--- src/rtl/dco_ctrl_encoder.sv ---
// rtl/dco_ctrl_encoder.sv - DCO tuning word to coarse/fine bank encoder with sigma-delta fine dither
//
// Purpose: clamps the loop filter's signed tuning word onto an offset-binary range and splits it into
// a binary coarse bank code and a thermometer fine bank. The fractional LSBs are dithered onto the fine
// bank by a first-order sigma-delta. After every coarse step the dither is frozen for SETTLE_CYC cycles.
// Optional macro DCO_ENC_DWA_EN: rotate fine-bank element selection (data-weighted averaging).
//
// Ports:
//   refclk       in   loop reference clock, all state on posedge
//   reset        in   asynchronous active-high reset
//   dctrl        in   signed 32-bit tuning word, 0 = centre frequency
//   dctrl_valid  in   dctrl is sampled on this edge
//   hold         in   freeze all outputs, dither and settle counter
//   coarse_code  out  binary coarse bank code
//   fine_therm   out  fine bank unit-element enables
//   sat_hi       out  last accepted word clamped high
//   sat_lo       out  last accepted word clamped low
//   settling     out  dither frozen after a coarse change
//   coarse_chg   out  one-cycle pulse when coarse_code changes
module dco_ctrl_encoder #(
    parameter int FRAC_BITS   = 4,
    parameter int FINE_BITS   = 6,
    parameter int COARSE_BITS = 6,
    parameter int SETTLE_CYC  = 4
) (
    input  logic                        refclk,
    input  logic                        reset,
    input  logic signed [31:0]          dctrl,
    input  logic                        dctrl_valid,
    input  logic                        hold,
    output logic [COARSE_BITS-1:0]      coarse_code,
    output logic [(2**FINE_BITS)-1:0]   fine_therm,
    output logic                        sat_hi,
    output logic                        sat_lo,
    output logic                        settling,
    output logic                        coarse_chg
);

    localparam int TOTAL = FRAC_BITS + FINE_BITS + COARSE_BITS;
    localparam int NFINE = 2**FINE_BITS;
    localparam logic signed [32:0] OFFSET = 33'sd1 <<< (TOTAL - 1);
    localparam logic signed [32:0] U_MAX  = (33'sd1 <<< TOTAL) - 33'sd1;
    localparam logic [COARSE_BITS-1:0] COARSE_RST = {1'b1, {(COARSE_BITS-1){1'b0}}};
    localparam logic [7:0] SETTLE_INIT = 8'(SETTLE_CYC);

    typedef enum logic {TRACK, SETTLE} state_t;

    state_t                   state_q, state_d;
    logic [7:0]               cnt_q, cnt_d;
    logic [FRAC_BITS-1:0]     acc_q, acc_d;
    logic [COARSE_BITS-1:0]   coarse_q, coarse_d;
    logic [NFINE-1:0]         fine_q, fine_d;
    logic                     sat_hi_q, sat_hi_d;
    logic                     sat_lo_q, sat_lo_d;
    logic                     chg_q, chg_d;

    logic signed [32:0]       u_raw;
    logic [TOTAL-1:0]         u_c;
    logic [FRAC_BITS-1:0]     frac;
    logic [FINE_BITS-1:0]     fine_f;
    logic [COARSE_BITS-1:0]   coarse_f;
    logic [FRAC_BITS:0]       sum;
    logic                     carry;
    logic [FINE_BITS:0]       fine_n;
    logic [NFINE-1:0]         ones;
    logic [NFINE-1:0]         mask;
    logic                     lo_c, hi_c;

`ifdef DCO_ENC_DWA_EN
    logic [FINE_BITS-1:0]     ptr_q, ptr_d;
    logic [2*NFINE-1:0]       rot;
`endif

    // Offset-binary conversion is done one bit wider than the input so the
    // sign of the sum directly flags a low clamp.
    assign u_raw = $signed({dctrl[31], dctrl}) + OFFSET;

    always_comb begin
        lo_c     = (u_raw < 33'sd0);
        hi_c     = (u_raw > U_MAX);
        u_c      = lo_c ? '0 : (hi_c ? '1 : u_raw[TOTAL-1:0]);
        frac     = u_c[FRAC_BITS-1:0];
        fine_f   = u_c[FRAC_BITS +: FINE_BITS];
        coarse_f = u_c[TOTAL-1 -: COARSE_BITS];
        sum      = {1'b0, acc_q} + {1'b0, frac};
    end

    always_comb begin
        state_d  = state_q;
        cnt_d    = cnt_q;
        acc_d    = acc_q;
        coarse_d = coarse_q;
        fine_d   = fine_q;
        sat_hi_d = sat_hi_q;
        sat_lo_d = sat_lo_q;
        chg_d    = 1'b0;
        carry    = 1'b0;
        fine_n   = '0;
        ones     = '1;
        mask     = '0;
`ifdef DCO_ENC_DWA_EN
        ptr_d    = ptr_q;
        rot      = '0;
`endif
        if (!hold) begin
            if (state_q == SETTLE) begin
                cnt_d = cnt_q - 8'd1;
                if (cnt_q == 8'd1) begin
                    state_d = TRACK;
                end
            end
            if (dctrl_valid) begin
                sat_hi_d = hi_c;
                sat_lo_d = lo_c;
                if (coarse_f != coarse_q) begin
                    // A coarse step overrides any pending settle expiry.
                    coarse_d = coarse_f;
                    chg_d    = 1'b1;
                    acc_d    = '0;
                    cnt_d    = SETTLE_INIT;
                    state_d  = SETTLE;
                end else if (state_q == TRACK) begin
                    acc_d = sum[FRAC_BITS-1:0];
                    carry = sum[FRAC_BITS];
                end else begin
                    acc_d = '0;
                end
                fine_n = {1'b0, fine_f} + {{FINE_BITS{1'b0}}, carry};
                // fine_n may equal NFINE; the shift then clears all bits and mask becomes all ones.
                mask   = ~(ones << fine_n);
`ifdef DCO_ENC_DWA_EN
                rot    = {mask, mask} << ptr_q;
                fine_d = rot[2*NFINE-1:NFINE];
                ptr_d  = ptr_q + fine_n[FINE_BITS-1:0];
`else
                fine_d = mask;
`endif
            end
        end
    end

    always_ff @(posedge refclk or posedge reset) begin
        if (reset) begin
            state_q  <= TRACK;
            cnt_q    <= '0;
            acc_q    <= '0;
            coarse_q <= COARSE_RST;
            fine_q   <= '0;
            sat_hi_q <= 1'b0;
            sat_lo_q <= 1'b0;
            chg_q    <= 1'b0;
        end else begin
            state_q  <= state_d;
            cnt_q    <= cnt_d;
            acc_q    <= acc_d;
            coarse_q <= coarse_d;
            fine_q   <= fine_d;
            sat_hi_q <= sat_hi_d;
            sat_lo_q <= sat_lo_d;
            chg_q    <= chg_d;
        end
    end

`ifdef DCO_ENC_DWA_EN
    always_ff @(posedge refclk or posedge reset) begin
        if (reset) begin
            ptr_q <= '0;
        end else begin
            ptr_q <= ptr_d;
        end
    end
`endif

    assign coarse_code = coarse_q;
    assign fine_therm  = fine_q;
    assign sat_hi      = sat_hi_q;
    assign sat_lo      = sat_lo_q;
    assign settling    = (state_q == SETTLE);
    assign coarse_chg  = chg_q;

endmodule

--- config.mk ---
export PLATFORM = sky130hd
export DESIGN_NAME = dco_ctrl_encoder
export DESIGN_NICKNAME = d
export VERILOG_FILES = /design/src/rtl/dco_ctrl_encoder.sv
export SDC_FILE = /design/constraint.sdc
export NUM_CORES = 1
export LEC_CHECK = 0
export ABC_AREA = 1
export CAP_MARGIN = 0
export CORE_MARGIN = 5
export CORE_UTILIZATION = 52
export DETAILED_ROUTE_END_ITERATION = 10
export GPL_TIMING_DRIVEN = 0
export PLACE_DENSITY = 0.79
export SETUP_SLACK_MARGIN = 0.15
export SLEW_MARGIN = 20
export SYNTH_ARGS = -nofsm -noshare
export SYNTH_HDL_FRONTEND = slang
export SYNTH_SLANG_ARGS = --single-unit
--- constraint.sdc ---
create_clock -name refclk -period 3.63 [get_ports refclk]
set_input_delay 0.726 -clock refclk [delete_from_list [all_inputs] [get_ports refclk]]
set_output_delay 0.726 -clock refclk [all_outputs]
set_load 0.01 [all_outputs]
# --- Word level (Yosys, flattened, before mapping) ---
# Index checks and enable logic that the tools add are counted.
op_classes:
  n_addsub: 4
  n_mul: 0
  n_div: 0
  order_cmp: 2
  eq_ne: 2
  shifts: 1
  n_mux: 18
  n_bitwise: 2
  n_reduce_logical: 2
ops:
  columns: ["cell", "count"]
  rows:
  - ["$not 64->64", 1]
  - ["$shl 64x7->64 const A", 1]
  - ["$add 32x17->33 const B", 1]
  - ["$gt 33x17->1 const B", 1]
  - ["$lt 33x1->1 const B", 1]
  - ["$mux 16", 2]
  - ["$mux 8", 3]
  - ["$mux 1", 11]
  - ["$eq 8x1->1 const B", 1]
  - ["$mux 4", 2]
  - ["$sub 8x1->8 const B", 1]
  - ["$add 6x1->7", 1]
  - ["$ne 6x6->1", 1]
  - ["$add 4x4->5", 1]
  - ["$reduce_and 3->1", 1]
  - ["$reduce_and 2->1", 1]
  - ["$not 1->1", 1]
totals:
  reg_bits: 86
  latchBits: 0
  mem_bits_rw: 0
  mem_bits_ro: 0
  inputBits: 36
  out_inout_bits: 74
  word_cells: 39
  mem_count: 0

# --- Depth between registers and ports, before layout ---
depth:
  ltp_word: 12
  depth_mapped: 32
  depth_no_buf: 31

# --- Worst setup path before layout ---
# No wires, ideal clock.
synth_timing:
  path_kind: "input -> register"
  from: "in dctrl[22]"
  to: "reg fine_q[32], in the netlist fine_therm[32]"
  setup_time_ps: 118
  t_arrival_ps: 4212
  required_time_ps: 3512
  path_slack_ps: -700
  stages: 26
  path_buffers: 3
  cell_sequence: "nand2_1 nor2_1 nand3_1 inv_1 nand3_1 nand2_1 buf_2 clkbuf_1 o21ai_0 inv_1 ha_1 inv_1 fa_1 o21ai_0 a21oi_1 nor3_1 ha_1 ha_1 nand3_1 nor2_1 nand2_1 nand2_2 buf_2 nand4_1 nand3_1 nand2_1"
synth_via:
  elab_chain_len: 12
  word_cells_on_any_way: 14
  cone_classes: "3 x add/sub; 2 x order compare; 1 x eq/ne; 1 x shift; 6 x mux; 1 x bitwise"
synth_rtl:
  columns: ["item", "line_no", "source"]
  rows:
  - ["from (decl)", "28", "input logic signed [31:0] dctrl,"]
  - ["$add 32x17->33 (*)", "76", "assign u_raw = $signed({dctrl[31], dctrl}) + OFFSET;"]
  - ["$gt 33x17->1", "80", "hi_c = (u_raw > U_MAX);"]
  - ["$mux 16", "81", "u_c = lo_c ? '0 : (hi_c ? '1 : u_raw[TOTAL-1:0]);"]
  - ["$mux 16 (*)", "81", null]
  - ["$add 4x4->5", "85", "sum = {1'b0, acc_q} + {1'b0, frac};"]
  - ["$mux 1", "122", "end else if (state_q == TRACK) begin"]
  - ["$mux 1", "115", "if (coarse_f != coarse_q) begin"]
  - ["$mux 1", "112", "if (dctrl_valid) begin"]
  - ["$mux 1", "105", "if (!hold) begin"]
  - ["$add 6x1->7 (*)", "128", "fine_n = {1'b0, fine_f} + {{FINE_BITS{1'b0}}, carry};"]
  - ["$shl 64x7->64 (*)", "130", "mask = ~(ones << fine_n);"]
  - ["$not 64->64 (*)", "130", null]
  - ["to (signal assigned)", "157", "fine_q <= fine_d;"]
  - ["to (decl)", "52", "logic [NFINE-1:0] fine_q, fine_d;"]
# Mark *: on every way between the ends. The rest lies on a longest branch, timed or not. The select of a mux whose other input is x is not followed.
# A chain may end at the register's enable or synchronous reset.

# --- Worst setup path in the final report ---
layout_timing:
  from: "in dctrl[15]"
  to: "reg fine_q[39], in the netlist fine_therm[39]"
# The elaborated chain is that of the path after synthesis.

==> impl_metrics.tcl <==
set metrics [dict create \
    cpMostUsedCell "buf_6" \
    grt_pass1_wl_um 26480 \
    grt_overflow 0 \
    cts.sinks 86 \
    die-area_sq_um 12030 \
    viasPerCell 5.414 \
    postRouteWirelength_um 16720 \
    layout.cells.non_filler 1039 \
    setup.worst_path.end_class "flop" \
    rsz0062_at_grt "true" \
    fmax_ghz 0.2422 \
    slew_violations 0 \
    switching_share 0.3298 \
    synth_nets 784 \
    tightest_slew_ns 0.7613 \
    fp-row-count 36 \
    finalSetupViolCount 64 \
    fin_nets 948 \
    numCtsBuffers 9 \
    grt_pass1_vias 5572 \
    fin_hold_ws_ns 0.4860 \
    final_cell_mix "248 x nand2_1, 85 x dfrtp_1, 78 x clkdlybuf4s50_1, 74 x nor2_1, 61 x inv_1" \
    post-route-period-util 1.138 \
    clk_path_buf_depth 2 \
    cellLeakagePower_nw 3.820 \
    cts_hold_repair.buffers 0 \
    critPathLaunchType "input port" \
    powerDensity_nw_per_um2 366.4 \
    clock_skew_ns 0.007189 \
    critPathKind "input port to flop" \
    combinationalPowerShare 0.309 \
    arrival_ns 4.42 \
    placed_area_sq_um 6628 \
    worst_path_max_delay_cell "ha_4" \
    seq_area_frac_synth 0.4166 \
    area_growth_pct 48.34 \
    die_x_um 109.7 \
    antenna_found_initial 0 \
    synth-main-ff-cell "dfrtp_1" \
    power_mw 2.809 \
    io_buffers 109 \
    drive_above_1_share 0.2362 \
    setup_slack_ns -0.4997 \
    ant_nets 0 \
    cts_tree "built" \
    failed_checks "setup timing" \
    report.final.hold_viol_count 0 \
    synthArstFlopShare 1.000 \
    cts-htree-levels 3 \
    synth.cell_area_sq_um 5169 \
    cts-root-buf "clkbuf_8" \
    mostFrequentLayoutCell "nand2_1" \
    worstSkewPairLatency_ns 0.37 \
    start_util 0.5312 \
    n_fill_cell 727 \
    max_cap_violations 0 \
    post-route-cell-area_sq_um 7667 \
    grt_usage 0.2789 \
    place_hpwl_um 11560 \
    clk_pin_slew_ns 0.09 \
    clkPwrFrac 0.270 \
    dp.cells 980 \
    drt_iter0_drc 531 \
    num_io_pins 110 \
    cp.required_ns 3.92 \
    yosysUniqueCellTypes 38 \
    drc_errors 0 \
    postSynthAreaPerCell_sq_um 7.013 \
    synth_cells 737 \
    grt_max_degree 52 \
    die_h_um 109.7 \
    ir_drop_mv 0.2435 \
    ys_warn_count 0 \
    hp-class "flop to flop" \
    synth_edf_count 0 \
    power.net_switching_mw 0.9264 \
    coreArea_sq_um 9729 \
    via_count 5625 \
    gp_congestion 0.9207 \
    p_int_mw 1.883 \
    p_seq_frac 0.422 \
    synth-seq-cells 86 \
    status "complete, but fails checks" \
    first_pass_iters 5 \
    n_antenna_cell 0 \
    period_minus_slack_ns 4.130 \
    wl_per_cell_um 16.09 \
    slowest_delay_ns 0.26 \
    critical_path_peak_fanout 7 \
    maxSlewHeadroom 0.4925 \
]
## routing by layer
metal  part of all wire  GRT usage  routed length, um  vias up
li1                   -          -                  -     2652
met5                  0          0                  0        -
met3              0.074    0.05344               1243       44
met4              0.025    0.09083                416        0
met1               0.42     0.3681               6948     2655
met2               0.49     0.4625               8110      274
## power groups by stage
| stage | sequential, mW | combinational [mW] | clock [mW] |
|---|---|---|---|
| 3_5_place_dp | 1.20 | 0.785 | 0 |
| 2_1_floorplan | 1.23 | 0.393 | 0 |
| 5_1_grt | 1.20 | 0.949 | 0.800 |
| 4_1_cts | 1.18 | 0.839 | 0.762 |
| 3_3_place_gp | 1.19 | 0.759 | 0 |
| 6_report | 1.18 | 0.867 | 0.758 |
## cell families (layout without fill, tap and decap cells)
family	Yosys count	after routing	synth area share
AO/OA/AOI/OAI	38	38	0.04454
XOR/XNOR	9	9	0.01525
adder cells (fa/ha/maj)	11	11	0.02808
AND/OR/NAND/NOR	486	487	0.4064
multiplexers	4	4	0.007747
buffers and inverters	103	271	0.08134
flip-flops	86	86	0.4166
## cells in the mapped netlist (all sizes together), types with 3 or more instances
master,instances,area (sq um)
mux2i,4,40.04
xnor2,6,52.55
nand3b,7,52.55
ha,10,125.1
nor3,3,15.01
o21ai,23,130.1
xor2,3,26.28
nor2,102,440.4
nand4,15,93.84
buf,19,102.6
o211ai,7,52.55
inv,74,280.3
nand2,281,1075
clkbuf,10,37.54
a21oi,5,25.02
dfrtp,85,2127
nand3,75,402.9
## critical path: cells and delay by family
family,cells,cell delay (ns)
and+or+nand+nor,14,1.47
buffers and inverters,9,0.90
adders and majority gates,4,0.87
AOI/OAI and AO/OA,4,0.45
## worst paths after layout
kind / slack, ns / start / depth (start not counted) / end
max: -0.50 / dctrl[15] / 31 / fine_therm[39]
min in group asynchronous: 0.80 / reset / 2 / fine_therm[33]
min: 0.49 / fine_therm[47] / 2 / fine_therm[47]
max in group asynchronous: 2.21 / reset / 3 / fine_therm[48]
max reg2reg: 0.70 / acc_q[0] / 16 / fine_therm[39]
min reg2reg: 0.49 / fine_therm[47] / 2 / fine_therm[47]
## area by class of cell
type / count / area, sq um / area share
Timing Repair Buffer: 152 / 1466 / 0.1913
Clock buffer: 9 / 123.9 / 0.01616
Tap cell: 133 / 166.4 / 0.02170
Buffer: 29 / 260.3 / 0.03394
Sequential cell: 86 / 2153 / 0.2808
Multi-Input combinational cell: 549 / 3108 / 0.4054
Inverter: 74 / 292.8 / 0.03819
Clock inverter: 7 / 96.34 / 0.01257
## stage by stage
stage	setup TNS, ns	worst slack [ns]	util
CTS	-21.33	-0.3892	0.7665
finish	-26.00	-0.4997	0.7881
global placement	-140.02	-1.460	0.6789
detailed placement	-91.59	-1.506	0.6812
floorplan	-13.57	-0.2524	-
global route	-37.49	-0.6659	0.7881
## flip-flops by register name, summed over array words and instances, names as in the netlist
| signal | cells |
|---|---|
| sat_lo | 1 |
| settling | 1 |
| coarse_chg | 1 |
| cnt_q | 8 |
| coarse_code | 6 |
| sat_hi | 1 |
| fine_therm | 64 |
| acc_q | 4 |
## what timing repair did
item / in CTS / in global routing
setup endpoints to repair: 66 / 64
resized for setup: 163 / 40
endpoints found under the hold margin: 0 / 0
cloned: 5 / 2
buffers inserted: 27 / 9
pin swaps: 46 / 35
No activity file was read; power rests on OpenSTA's default activity.
